===== src/rtl/add_sequencer_pkg.sv =====
// Shared types and constants for the byte-serial multi-precision add/subtract sequencer.
package add_sequencer_pkg;

  typedef enum logic [1:0] {
    ST_IDLE = 2'd0,
    ST_RUN  = 2'd1,
    ST_DONE = 2'd2
  } state_e;

  localparam logic OP_ADD = 1'b0;
  localparam logic OP_SUB = 1'b1;

  // Byte index width; never narrower than one bit.
  function automatic int unsigned idx_width(input int unsigned nbytes);
    return (nbytes <= 2) ? 1 : $clog2(nbytes);
  endfunction

endpackage


===== src/rtl/add_sequencer_byte_adder_cin.sv =====
// 8-bit ripple-carry adder slice with carry in, one full-adder cell per bit.
module byte_adder_cin (
  input  logic [7:0] a,
  input  logic [7:0] b,
  input  logic       cin,
  output logic [7:0] sum,
  output logic       cout
);

  logic [8:0] c;

  always_comb begin
    c    = '0;
    sum  = '0;
    c[0] = cin;
    for (int i = 0; i < 8; i++) begin
      sum[i]   = a[i] ^ b[i] ^ c[i];
      c[i + 1] = (a[i] & b[i]) | (c[i] & (a[i] ^ b[i]));
    end
    cout = c[8];
  end

endmodule


===== src/rtl/add_sequencer.sv =====
// Multi-precision add/subtract: one 8-bit slice time-shared over NBYTES bytes, LSB first,
// carry chained through a register; result returned on a valid/ready handshake.
module add_sequencer
  import add_sequencer_pkg::*;
#(
  parameter int unsigned NBYTES = 4
) (
  input  logic                clk,
  input  logic                rst_n,
  input  logic                start_valid,
  output logic                start_ready,
  input  logic                op_sub,
  input  logic [8*NBYTES-1:0] a,
  input  logic [8*NBYTES-1:0] b,
  output logic                res_valid,
  input  logic                res_ready,
  output logic [8*NBYTES-1:0] sum,
  output logic                cout,
  output logic                overflow,
  output logic                zero
);

  localparam int unsigned W  = 8 * NBYTES;
  localparam int unsigned IW = idx_width(NBYTES);

  state_e         state_q, state_d;
  logic [W-1:0]   a_q, a_d, b_q, b_d, sum_q, sum_d;
  logic           sub_q, sub_d;
  logic [IW-1:0]  idx_q, idx_d;
  logic           carry_q, carry_d;
  logic           cout_q, cout_d, ovf_q, ovf_d, zero_q, zero_d;
  logic           start_ready_q, start_ready_d, res_valid_q, res_valid_d;

  logic [7:0]     slice_a, slice_b, slice_sum;
  logic           slice_cout, last_byte;

  // Select the current byte pair; B is inverted for subtraction.
  always_comb begin
    slice_a = '0;
    slice_b = '0;
    for (int k = 0; k < int'(NBYTES); k++) begin
      if (idx_q == IW'(k)) begin
        slice_a = a_q[8*k +: 8];
        slice_b = (sub_q == OP_ADD) ? b_q[8*k +: 8] : ~b_q[8*k +: 8];
      end
    end
    last_byte = (idx_q == IW'(NBYTES - 1));
  end

  byte_adder_cin u_slice (
    .a    (slice_a),
    .b    (slice_b),
    .cin  (carry_q),
    .sum  (slice_sum),
    .cout (slice_cout)
  );

  always_comb begin
    state_d = state_q;
    a_d     = a_q;
    b_d     = b_q;
    sub_d   = sub_q;
    idx_d   = idx_q;
    carry_d = carry_q;
    sum_d   = sum_q;
    cout_d  = cout_q;
    ovf_d   = ovf_q;
    zero_d  = zero_q;

    case (state_q)
      ST_IDLE: begin
        if (start_valid) begin
          a_d     = a;
          b_d     = b;
          sub_d   = op_sub;
          idx_d   = '0;
          carry_d = (op_sub == OP_SUB);
          state_d = ST_RUN;
        end
      end
      ST_RUN: begin
        for (int k = 0; k < int'(NBYTES); k++) begin
          if (idx_q == IW'(k)) sum_d[8*k +: 8] = slice_sum;
        end
        carry_d = slice_cout;
        if (last_byte) begin
          cout_d  = slice_cout;
          ovf_d   = (slice_a[7] == slice_b[7]) && (slice_sum[7] != slice_a[7]);
          zero_d  = (sum_d == '0);
          state_d = ST_DONE;
        end else begin
          idx_d = idx_q + IW'(1);
        end
      end
      ST_DONE: begin
        if (res_ready) state_d = ST_IDLE;
      end
      default: state_d = ST_IDLE;
    endcase

    start_ready_d = (state_d == ST_IDLE);
    res_valid_d   = (state_d == ST_DONE);
  end

  always_ff @(posedge clk or negedge rst_n) begin
    if (!rst_n) begin
      state_q       <= ST_IDLE;
      a_q           <= '0;
      b_q           <= '0;
      sub_q         <= 1'b0;
      idx_q         <= '0;
      carry_q       <= 1'b0;
      sum_q         <= '0;
      cout_q        <= 1'b0;
      ovf_q         <= 1'b0;
      zero_q        <= 1'b0;
      start_ready_q <= 1'b1;
      res_valid_q   <= 1'b0;
    end else begin
      state_q       <= state_d;
      a_q           <= a_d;
      b_q           <= b_d;
      sub_q         <= sub_d;
      idx_q         <= idx_d;
      carry_q       <= carry_d;
      sum_q         <= sum_d;
      cout_q        <= cout_d;
      ovf_q         <= ovf_d;
      zero_q        <= zero_d;
      start_ready_q <= start_ready_d;
      res_valid_q   <= res_valid_d;
    end
  end

  assign start_ready = start_ready_q;
  assign res_valid   = res_valid_q;
  assign sum         = sum_q;
  assign cout        = cout_q;
  assign overflow    = ovf_q;
  assign zero        = zero_q;

endmodule

===== config.mk =====
export PLATFORM = sky130hd
export DESIGN_NAME = add_sequencer
export DESIGN_NICKNAME = d
export VERILOG_FILES = /design/src/rtl/add_sequencer_pkg.sv /design/src/rtl/add_sequencer_byte_adder_cin.sv /design/src/rtl/add_sequencer.sv
export SDC_FILE = /design/constraint.sdc
export NUM_CORES = 1
export LEC_CHECK = 0
export CORE_ASPECT_RATIO = 0.8
export CORE_MARGIN = 2
export CORE_UTILIZATION = 54
export CTS_BUF_LIST = sky130_fd_sc_hd__clkbuf_2
export DETAILED_ROUTE_END_ITERATION = 8
export GPL_ROUTABILITY_DRIVEN = 0
export GPL_TIMING_DRIVEN = 0
export PLACE_DENSITY = 0.83
export SYNTH_ARGS = -nofsm -noshare
export SYNTH_HDL_FRONTEND = slang
export SYNTH_HIERARCHICAL = 1
export SYNTH_SLANG_ARGS = --single-unit

===== constraint.sdc =====
create_clock -name clk -period 7.3 [get_ports clk]
set_input_delay 1.46 -clock clk [delete_from_list [all_inputs] [get_ports clk]]
set_output_delay 1.46 -clock clk [all_outputs]
set_load 0.05 [all_outputs]

==> results.yml, run 1 <==
sta:
  final-setup-viol-count: 0
  fin_crit_sh_pct: 83.7
  setup-tns-final_ps: 0
  max_freq_mhz: 164
  relSlewSlack_pct: 60.7
  final_hold_viol_count: 0
  rsz0062_at_grt: "false"
  fin_skew_ps: 22.1
  finalMaxSlewViolations: 0
  min_period_ps: 6110
  worst_pin_slew_ps: 589
logic_synthesis:
  ys_seq_area_share_pct: 50.7
  synth_top_area_share_pct: 50.2
  yosys_most_used_dff: "dfrtp_1"
  async_flop_share_pct: 100
  syn_area_sq_um: 5280
  yosysMostFrequentCell: "dfrtp_1"
  yosys-top-cells-count: "106 x dfrtp_1, 52 x mux2_2, 46 x mux2_1"
  yosysWarnings: 6
  synth_cells: 424
  avgSynthCellArea_sq_um: 12.5
  ys_types: 44
  synth-edff-count: 0
  syn-num-nets: 507
  synth-seq-cells: 107
  synth_area_leaders: "dfrtp_1 50%, mux2_2 11%, mux2_1 9.8%"
  synth_area_leader_cell: "dfrtp_1"
worst_setup_path:
  cpMostUsedCell: "fa_1"
  critical_path_class: "reg2reg"
  crit_required_ps: 7790
  worstSetupEndpointType: "register"
  critical_path.cell_chain: "inv_1, ha_1, buf_2, clkbuf_1, a211oi_1, a21o_1, fa_1, inv_1, fa_1, inv_1, fa_1, fa_1, fa_1, fa_1, fa_1, inv_1, fa_1, inv_1, clkbuf_1, nor3_1, a22oi_1, nor2_1, nand4_1, o31ai_2"
  cp_slowest_stage_delay_ps: 510
  critPathMaxFanout: 10
  cpMaxStageDelayCell: "dfrtp_1"
  setup.worst_path.start_class: "register"
  worstPathArrival_ps: 6600
  r2r_slack_ps: 1190
  rr_worst_depth: 24
status:
  status: "finished clean"
cells_and_area:
  n_fill_cell: 712
  syn2layout_area_growth_pct: 24.6
  drive_gt1_share_pct: 16.1
  multi_input_area_sq_um: 2410
  diodes: 0
  layout.area.seq_sq_um: 2680
  nets: 624
route:
  dr.pass1.iters: 6
  wirelength_um: 12100
  vias_per_cell: 5.73
  wl_per_cell_um: 18.2
  drc: 0
  vias: 3808
  antenna_left: 0
  drt_iter0_markers: 205
die:
  dieArea_sq_um: 10600
  coreArea_sq_um: 9570
  die_h_um: 92.5
  pin_count: 106
  initial_utilization_pct: 55.2
  rows: 32
  die_x_um: 115
grt:
  grt_max_degree: 65
  grt_pass1_wl_um: 19300
  grt_overflow_total: 0
  grt_usage_pct: 24.1
  grt_pass1_vias: 3814
  antenna_found_initial: 0
job:
  maxCapViolCount: 0
clocking:
  cts_root_buffer: "clkbuf_2"
  postCtsHoldBufs: 0
  cts.sinks: 107
  cts_resized: 0
  cts_tree: "built"
  cts_setup_buffers: 0
  cts_buffers: 9
  clk_latency_ps: 560
  htreeDepth: 3
  clk_path_buf_depth: 2
  clk_pin_slew_worst_paths_ps: 250
placed_design:
  io_buffers: 105
  dp_hpwl_um: 9260
min_path:
  worstHoldPathType: "reg2reg"
  holdPathStages: 1
[worst max-delay path, delay by kind of cell, from the launching register on]
family | cells | cell delay, ps
AOI/OAI and AO/OA | 4 | 660
adders and majority gates | 9 | 3080
buffers and inverters | 8 | 1480
DFF | 1 | 510
and+or+nand+nor | 3 | 290
[layout make-up]
cell class / instances / area share (%)
sequential: 107 / 40.7
multi-input combinational: 278 / 36.7
timing repair buffer: 106 / 16.3
tap: 119 / 2.26
buffer: 26 / 2.13
clock buffer: 11 / 0.837
inverter: 13 / 0.741
clock inverter: 5 / 0.304
[logic make-up (layout without fill, tap and decap cells)]
| logic type | after synthesis | in the layout | synth area share [%] |
|---|---|---|---|
| simple gates | 66 | 66 | 6.09 |
| mux | 99 | 99 | 21.1 |
| buf+inv | 39 | 161 | 3.58 |
| compound gates | 67 | 67 | 8.77 |
| flops | 107 | 107 | 50.7 |
| xor+xnor | 32 | 32 | 5.31 |
| fa+ha+maj | 14 | 14 | 4.45 |
[layer usage]
| metal | part of all wire [%] | GRT usage, % | vias to the layer above |
|---|---|---|---|
| met5 | 0 | 0 | - |
| met4 | 2.0 | 6.71 | 0 |
| met3 | 7.6 | 5.30 | 27 |
| met2 | 45 | 37.3 | 161 |
| met1 | 45 | 34.4 | 1889 |
| li1 | - | - | 1731 |
[cells in the final DEF (no fill, tap or decap), types with 2 or more instances in the layout]
cell type        Yosys  final
a22oi_1             10     10
a21oi_1             12     12
a221oi_1             7      7
a211oi_1             8      8
clkbuf_1             6      6
fa_1                 8      8
buf_2               10     10
clkbuf_2             0     11
clkdlybuf4s50_1      0    104
o21ai_0             12     12
inv_1               13     13
buf_4                6      7
nand2b_1             2      2
xor2_1              25     25
mux2_1              46     46
nand2_1             20     20
nor2_1              17     17
mux2_2              52     52
nor3_1              10     10
xnor2_1              7      7
nor4_1               3      3
clkinv_1             0      4
ha_1                 6      6
buf_1                3      3
dfrtp_1            106    106
a21o_1               8      8
nor2b_1              7      7
[stage by stage]
| stage | hold slack [ps] | instance area [sq um] | util [%] | std cells | worst slack (ps) |
|---|---|---|---|---|---|
| detailed placement | 475 | 6510 | 68.0 | 649 | 1310 |
| CTS | 523 | 6580 | 68.8 | 665 | 1280 |
| global route | 546 | 6580 | 68.8 | 665 | 961 |
| finish | 521 | 6580 | 68.8 | 665 | 1190 |
| global placement | 468 | 6480 | 67.7 | 648 | 911 |
| floorplan | 458 | 5280 | - | 424 | 1960 |
[state kept, by name, summed over array words and instances, names as in the netlist]
register	cells
a_q	32
zero	1
carry_q	1
start_ready	1
overflow	1
sub_q	1
sum	32
idx_q	2
b_q	32
cout	1
res_valid	1
state_q	2
[worst paths after layout]
path / from / end
setup / recovery: idx_q[0] / zero
hold / removal: a_q[0] / a_q[0]
setup reg to reg: idx_q[0] / zero
hold reg to reg: a_q[0] / a_q[0]
max in group asynchronous: rst_n / start_ready
min in group asynchronous: rst_n / sum[1]
Power of run 1 is not shown: default switching activity piles up to over one toggle a cycle in this logic, so the estimate is an artifact.
==> inputs of run 2 (changes only) <==
Clock period 7.3 ns to 5.85 ns, I/O delays scaled along.
==> run 2 against run 1 <==
Largest cell class unchanged. Flip-flop and latch count is the same. Hold slack improved by 0.86 ps. Die area did not move. Wire length decreased by 0.38%. Via count decreased by 0.97%. Final area increased by 0.23%. Fmax up 9.5%.
==> results.yml, run 2 (synthesis results as in run 1) <==
status:
  status: "finished clean"
worst_setup_path:
  critical_path_class: "reg2reg"
  setup.worst_path.start_class: "register"
  crit_required_ps: 6350
  r2r_slack_ps: 270
  critPathMaxFanout: 10
  reg2reg_from: "idx_q[0]"
  endpoint: "zero"
  worstSetupEndpointType: "register"
  worstPathArrival_ps: 6070
  crit_path_start: "idx_q[0]"
  rr_worst_depth: 24
  r2r-end: "zero"
sta:
  setup-tns-final_ps: 0
  final_hold_viol_count: 0
  finalMaxSlewViolations: 0
  rsz0062_at_grt: "false"
  min_period_ps: 5580
  relSlewSlack_pct: 61.6
  worst_pin_slew_ps: 575
  fin_crit_sh_pct: 95.3
  max_freq_mhz: 179
  setup_slack_ps: 274
  final-setup-viol-count: 0
  fin_skew_ps: 22.3
clocking:
  htreeDepth: 3
  cts.sinks: 107
  cts_resized: 0
  cts_buffers: 9
  clk_path_buf_depth: 2
  postCtsHoldBufs: 0
  cts_tree: "built"
  clk_pin_slew_worst_paths_ps: 250
  cts_root_buffer: "clkbuf_2"
  cts_setup_buffers: 0
  clk_latency_ps: 570
placed_design:
  dp_hpwl_um: 9260
  pre_cts_ws_ps: -140
  io_buffers: 105
  dpl_cell_area_sq_um: 6510
route:
  antenna_left: 0
  drt_iter0_markers: 208
  vias: 3771
  drc: 0
  vias_per_cell: 5.68
  dr.pass1.iters: 5
  wirelength_um: 12100
  wl_per_cell_um: 18.2
cells_and_area:
  syn2layout_area_growth_pct: 24.9
  final_common_cell: "dfrtp_1"
  mostFrequentLayoutCells: "105 x dfrtp_1, 104 x clkdlybuf4s50_1, 52 x mux2_2"
  fin_util_pct: 68.9
  diodes: 0
  drive_gt1_share_pct: 17.4
  n_fill_cell: 708
  final_area_sq_um: 6600
  nets: 623
grt:
  grt_pass1_wl_um: 19300
  grt_pass1_vias: 3815
  grt_usage_pct: 24.1
  grt_max_degree: 65
  antenna_found_initial: 0
  grt_overflow_total: 0
job:
  maxCapViolCount: 0
min_path:
  worstHoldPathType: "reg2reg"
die:
  rows: 32
  coreArea_sq_um: 9570
  initial_utilization_pct: 55.2
  dieArea_sq_um: 10600
  die_x_um: 115
  pin_count: 106
  die_h_um: 92.5
## run 2: cell count changes in the layout (fill, tap and decap cells not counted), sizes merged
| cell | delta |
|---|---|
| buf | -2 |
| clkbuf | +1 |
## run 2: stage by stage
| step | hold WS (ps) | instances |
|---|---|---|
| final | 522 | 664 |
| after global routing | 540 | 664 |
| after CTS | 523 | 664 |
| after detailed placement | 475 | 649 |
| after global placement | 468 | 648 |
| after floorplan | 458 | 424 |
## run 2: layout make-up
type | count | area, sq um | share of cell area [%]
tap | 119 | 149 | 2.26
sequential | 107 | 2680 | 40.6
clock inverter | 5 | 20.0 | 0.303
clock buffer | 11 | 55.1 | 0.835
multi-input combinational | 278 | 2420 | 36.7
buffer | 25 | 143 | 2.16
inverter | 13 | 51.3 | 0.778
timing repair buffer | 106 | 1080 | 16.3
## run 2: worst min path at each step
stage / startpoint / end / slack (ps) / cells after the start
floorplan: a_q[7] / a_q[7] / 460 / 1
global placement: a_q[6] / a_q[6] / 470 / 1
detailed placement: a_q[0] / a_q[0] / 480 / 1
CTS: a_q[0] / a_q[0] / 520 / 1
global route: rst_n / sum[1] / 540 / 1
finish: a_q[0] / a_q[0] / 520 / 1
## run 2: critical path, stage by stage (launching register included)
cell and delay, ps:
dfrtp_2 480, inv_1 100, ha_1 300, nor2b_1 160, buf_2 170, a221oi_2 240
a211oi_1 90, a21o_1 190, fa_1 380, inv_1 70, fa_1 160, inv_1 50
fa_1 370, fa_1 390, fa_1 390, fa_1 390, fa_1 390, inv_1 100
fa_1 450, inv_4 130, nor3_1 60, a22oi_1 210, nor2_1 60, nand4_1 110
o31ai_2 60
## run 2: per-layer routing
| metal | vias to the layer above | global-route usage, % | wire length (um) |
|---|---|---|---|
| li1 | 1727 | - | - |
| met1 | 1878 | 34.3 | 5420 |
| met2 | 149 | 37.3 | 5580 |
| met3 | 17 | 5.63 | 912 |
| met4 | 0 | 6.71 | 175 |
| met5 | - | 0 | 0 |
Power of run 2 is left out for the same reason.
